### config.mk
export PLATFORM = sky130hd
export DESIGN_NAME = queue
export DESIGN_NICKNAME = d
export VERILOG_FILES = /design/src/rtl/queue_pkg.sv /design/src/rtl/queue_edge_sync.sv /design/src/rtl/queue.sv
export SDC_FILE = /design/constraint.sdc
export NUM_CORES = 1
export LEC_CHECK = 0
export CORE_MARGIN = 1.5
export CORE_UTILIZATION = 40
export DETAILED_ROUTE_END_ITERATION = 10
export REMOVE_ABC_BUFFERS = 1
export SETUP_SLACK_MARGIN = 0.5
export SLEW_MARGIN = 10
export SYNTH_ARGS = -nofsm -noshare
export SYNTH_HDL_FRONTEND = slang
export SYNTH_SLANG_ARGS = --single-unit
### constraint.sdc
create_clock -name Clk -period 8.7 [get_ports Clk]
set_input_delay 2.175 -clock Clk [delete_from_list [all_inputs] [get_ports Clk]]
set_output_delay 2.175 -clock Clk [all_outputs]
set_load 0.02 [all_outputs]
### src/rtl/queue_pkg.sv
// Shared defaults and types for the ticket queue controller.
package queue_pkg;
  localparam int CNT_W_DEFAULT    = 8;
  localparam int CAPACITY_DEFAULT = 100;

  typedef logic [CNT_W_DEFAULT-1:0] cnt_t;
endpackage

### src/rtl/queue_edge_sync.sv
// Synchronizes an asynchronous level request and turns its rising edge into a
// single-cycle strobe.
module edge_sync #(
  parameter int SYNC_STAGES = 2
) (
  input  logic clk,
  input  logic rst,
  input  logic async_in,
  output logic strobe
);

  logic [SYNC_STAGES-1:0] sync_q;
  logic                   prev_q;

  always_ff @(posedge clk or posedge rst) begin
    if (rst) begin
      sync_q <= '0;
      prev_q <= 1'b0;
    end else begin
      sync_q <= {sync_q[SYNC_STAGES-2:0], async_in};
      prev_q <= sync_q[SYNC_STAGES-1];
    end
  end

  assign strobe = sync_q[SYNC_STAGES-1] & ~prev_q;

endmodule

### src/rtl/queue.sv
// "Take a number" queue controller: issues tickets on New, calls the next
// waiting ticket on Done, and flags Full when CAPACITY clients are waiting.
module queue
  import queue_pkg::*;
#(
  parameter int CNT_W       = CNT_W_DEFAULT,
  parameter int CAPACITY    = CAPACITY_DEFAULT,
  parameter int SYNC_STAGES = 2
) (
  input  logic             Clk,
  input  logic             Reset,
  input  logic             New,
  input  logic             Done,
  output logic [CNT_W-1:0] Current_Client,
  output logic [CNT_W-1:0] Total_Clients,
  output logic             Full
);

  localparam logic [CNT_W-1:0] CAP_C = CNT_W'(CAPACITY);

  logic             new_strobe;
  logic             done_strobe;
  logic             new_ok;
  logic             done_ok;
  logic [CNT_W-1:0] waiting;
  logic [CNT_W-1:0] total_nxt;
  logic [CNT_W-1:0] current_nxt;
  logic [CNT_W-1:0] waiting_nxt;

  edge_sync #(.SYNC_STAGES(SYNC_STAGES)) u_new_sync (
    .clk      (Clk),
    .rst      (Reset),
    .async_in (New),
    .strobe   (new_strobe)
  );

  edge_sync #(.SYNC_STAGES(SYNC_STAGES)) u_done_sync (
    .clk      (Clk),
    .rst      (Reset),
    .async_in (Done),
    .strobe   (done_strobe)
  );

  // Modulo difference stays correct across counter wrap.
  assign waiting = Total_Clients - Current_Client;

  always_comb begin
    done_ok     = done_strobe & (waiting != '0);
    new_ok      = new_strobe & ((waiting < CAP_C) | done_ok);
    total_nxt   = new_ok  ? Total_Clients + CNT_W'(1)  : Total_Clients;
    current_nxt = done_ok ? Current_Client + CNT_W'(1) : Current_Client;
    waiting_nxt = total_nxt - current_nxt;
  end

  always_ff @(posedge Clk or posedge Reset) begin
    if (Reset) begin
      Total_Clients  <= '0;
      Current_Client <= '0;
      Full           <= 1'b0;
    end else begin
      Total_Clients  <= total_nxt;
      Current_Client <= current_nxt;
      Full           <= (waiting_nxt == CAP_C);
    end
  end

endmodule

==> flow_metrics.py <==
metrics = {
    "run_status": {
        "status": "completed",
    },
    "logic_synthesis": {
        "ys_warn_count": 0,
        "async_flop_share_pct": 100,
        "synth_area_sq_um": 1650,
        "synth_area_per_cell_sq_um": 9.58,
        "yosys_register_bits": 23,
        "ys_seq_area_share_pct": 34.9,
        "ys.flop_type": "dfrtp_1",
        "synth_cells": 172,
        "synthDistinctLibCells": 44,
        "synth_edf_count": 0,
    },
    "drt": {
        "via_count": 1326,
        "drc": 0,
        "drt-total-wl_mm": 3.80,
        "firstDrtPassIters": 4,
        "first_iter_violations": 92,
        "ant_nets": 0,
        "post_drt_wl_per_cell_microns": 15.6,
        "vias_per_cell": 5.43,
    },
    "finish": {
        "fillers": 379,
        "num-nets-final": 215,
        "post-route-util_pct": 49.1,
        "stdcell_area_sq_um": 1950,
        "drive_above_1_share_pct": 6.70,
        "antenna_cells": 0,
        "area_delta_synth_final_pct": 18.2,
        "final_cells": 244,
    },
    "cts": {
        "ctsHoldBuffers": 0,
        "cts_root_buffer": "clkbuf_8",
        "cts_sinks": 23,
        "cts.repair.resized": 0,
        "cts.path.max_buffers": 2,
        "cts_tree": "done",
        "cts_buffers": 3,
        "clk-insertion-delay-late_ns": 0.27,
        "h-tree-depth": 1,
        "clkSlewWorstSetupHoldPaths_ns": 0.08,
        "cts_setup_buffers": 0,
    },
    "timing": {
        "skew_ns": 0.00570,
        "relSlewSlack_pct": 41.3,
        "finalSetupTns_ns": 0,
        "layout_setup_ws_ns": 4.44,
        "slew_viol_final": 0,
        "tightest_slew_ns": 0.879,
        "fmax_ghz": 0.235,
        "setup_viol": 0,
        "hold_violations": 0,
        "rsz0062_at_grt": "no",
        "finalCritPeriodShare_pct": 49.0,
        "period_minus_slack_ns": 4.26,
        "whs_ns": 0.368,
    },
    "setup_path": {
        "critPathArrivalTime_ns": 4.47,
        "reg2reg_depth": 18,
        "worst_path_largest_cell_delay_ns": 0.48,
        "end_kind": "flip-flop",
        "worstPathRequired_ns": 8.91,
        "critPathLaunchType": "flip-flop",
        "path_class": "reg2reg",
        "crit_path_cell_trace": "ha_1 -> inv_1 -> fa_1 -> a211oi_1 -> or4b_4 -> nand3_1 -> o2111ai_1 -> and2_1 -> mux2_2 -> ha_1 -> nor2b_1 -> o21ai_0 -> nand2b_1 -> a21o_1 -> a21oi_1 -> o211ai_1 -> o211ai_1 -> o2111a_1",
        "cp_slowest_cell": "dfrtp_1",
        "crit_fanout": 6,
    },
    "grt": {
        "grt.total_usage_pct": 18.2,
        "antenna_found_initial": 0,
        "grt_pass1_vias": 1342,
        "grt_max_degree": 24,
        "grt_overflow": 0,
        "grt_pass1_wl_mm": 6.24,
    },
    "floorplan": {
        "rows": 23,
        "fp.coreArea_sq_um": 3970,
        "die_height_microns": 67.2,
        "initial_utilization_pct": 41.5,
        "dieArea_sq_um": 4510,
        "die_x_microns": 67.2,
        "num_io_pins": 21,
    },
    "pwr": {
        "power_density_nw_per_um2": 386,
        "leakagePower_nw": 0.893,
        "irDropWorstVdd_v": 0.000185,
        "power_uw": 751,
    },
    "placement": {
        "gp_congestion": 0.789,
        "post-place-ws_ns": 4.55,
        "hpwlAfterDp_mm": 3.03,
        "numPortBuffers": 20,
        "placedCellCount": 240,
        "place_area_sq_um": 1900,
    },
    "run": {
        "maxCapViolations": 0,
    },
    "worst_hold_path": {
        "holdCritPathClass": "reg2reg",
        "hold_depth": 0,
    },
}
layer usage:
| metal | up-vias | share of wire, % | track usage (%) |
|---|---|---|---|
| met2 | 32 | 47 | 30.0 |
| li1 | 656 | - | - |
| met4 | 0 | 1.4 | 5.10 |
| met1 | 631 | 48 | 26.0 |
| met5 | - | 0 | 0 |
| met3 | 7 | 3.7 | 1.17 |
where the power goes:
| part | internal (mW) | leakage [nW] | switching (mW) | total, mW |
|---|---|---|---|---|
| sequential | 0.131 | 0.292 | 0.0343 | 0.165 |
| combinational | 0.221 | 0.575 | 0.298 | 0.519 |
| clock | 0.0320 | 0.0255 | 0.0348 | 0.0668 |
| total | 0.384 | 0.893 | 0.367 | 0.751 |
state kept, by name, indices dropped and copies added (netlist names):
register,flops
u_new_sync.sync_q,2
u_done_sync.sync_q,2
Total_Clients,8
u_done_sync.prev_q,1
Full,1
Current_Client,8
u_new_sync.prev_q,1
synthesized netlist by cell type, types with 3 or more instances:
master / instances / area, sq um
nand2b_1: 6 / 37.5
a31oi_1: 3 / 18.8
nor2b_1: 6 / 37.5
a21oi_1: 8 / 40.0
nand2_1: 6 / 22.5
xor2_1: 5 / 43.8
nor3b_1: 3 / 22.5
ha_1: 15 / 188
dfrtp_1: 23 / 576
o21ai_0: 7 / 35.0
nand3_1: 4 / 20.0
nor2_1: 9 / 33.8
xnor2_1: 14 / 123
nor3_1: 3 / 15.0
inv_1: 20 / 75.1
nand4_1: 5 / 31.3
and3_1: 4 / 25.0
kinds of logic after synthesis:
family | synth area share, %
and+or+nand+nor | 19.4
AOI/OAI and AO/OA | 14.9
DFF | 34.9
buffers and inverters | 5.09
xor gates and xnor gates | 11.5
adders and majority gates | 12.6
muxes | 1.59
final cells by class:
cell class	instances	area [sq um]	area share, %
clock inverters	1	5.00	0.257
well taps	50	62.6	3.21
repair buffers	20	200	10.3
inverters	20	75.1	3.85
flip-flops and latches	23	576	29.5
multi-input cells	127	988	50.7
clock buffers	3	41.3	2.12
worst paths after layout:
kind                                             from                     to  slack [ns]
worst max-delay path                Current_Client[0]                   Full        4.44
worst min-delay path            u_done_sync.sync_q[0]  u_done_sync.sync_q[1]        0.37
worst max register to register      Current_Client[0]                   Full        4.44
worst min register to register  u_done_sync.sync_q[0]  u_done_sync.sync_q[1]        0.37
max in group asynchronous                       Reset      Current_Client[0]        5.76
min in group asynchronous                       Reset      Current_Client[7]        2.40
placed cells by master (no fill, tap or decap), drive strengths merged, types with 5 or more instances in the layout:
cell type and n:
o21ai 8, nor2b 6, inv 20, xnor2 14, nand2b 6, dfrtp 23, nand2 6, nor2 9
clkdlybuf4s50 20, xor2 5, nand4 5, ha 15, and3 5, a21oi 8
critical path: cells and delay by family, from the launching register on:
| family | cells | cell delay (ns) |
|---|---|---|
| DFF | 1 | 0.48 |
| and+or+nand+nor | 5 | 0.82 |
| muxes | 1 | 0.38 |
| adders and majority gates | 3 | 0.92 |
| AOI/OAI and AO/OA | 8 | 1.54 |
| buffers and inverters | 1 | 0.05 |
No activity file was read; power rests on OpenSTA's default activity.
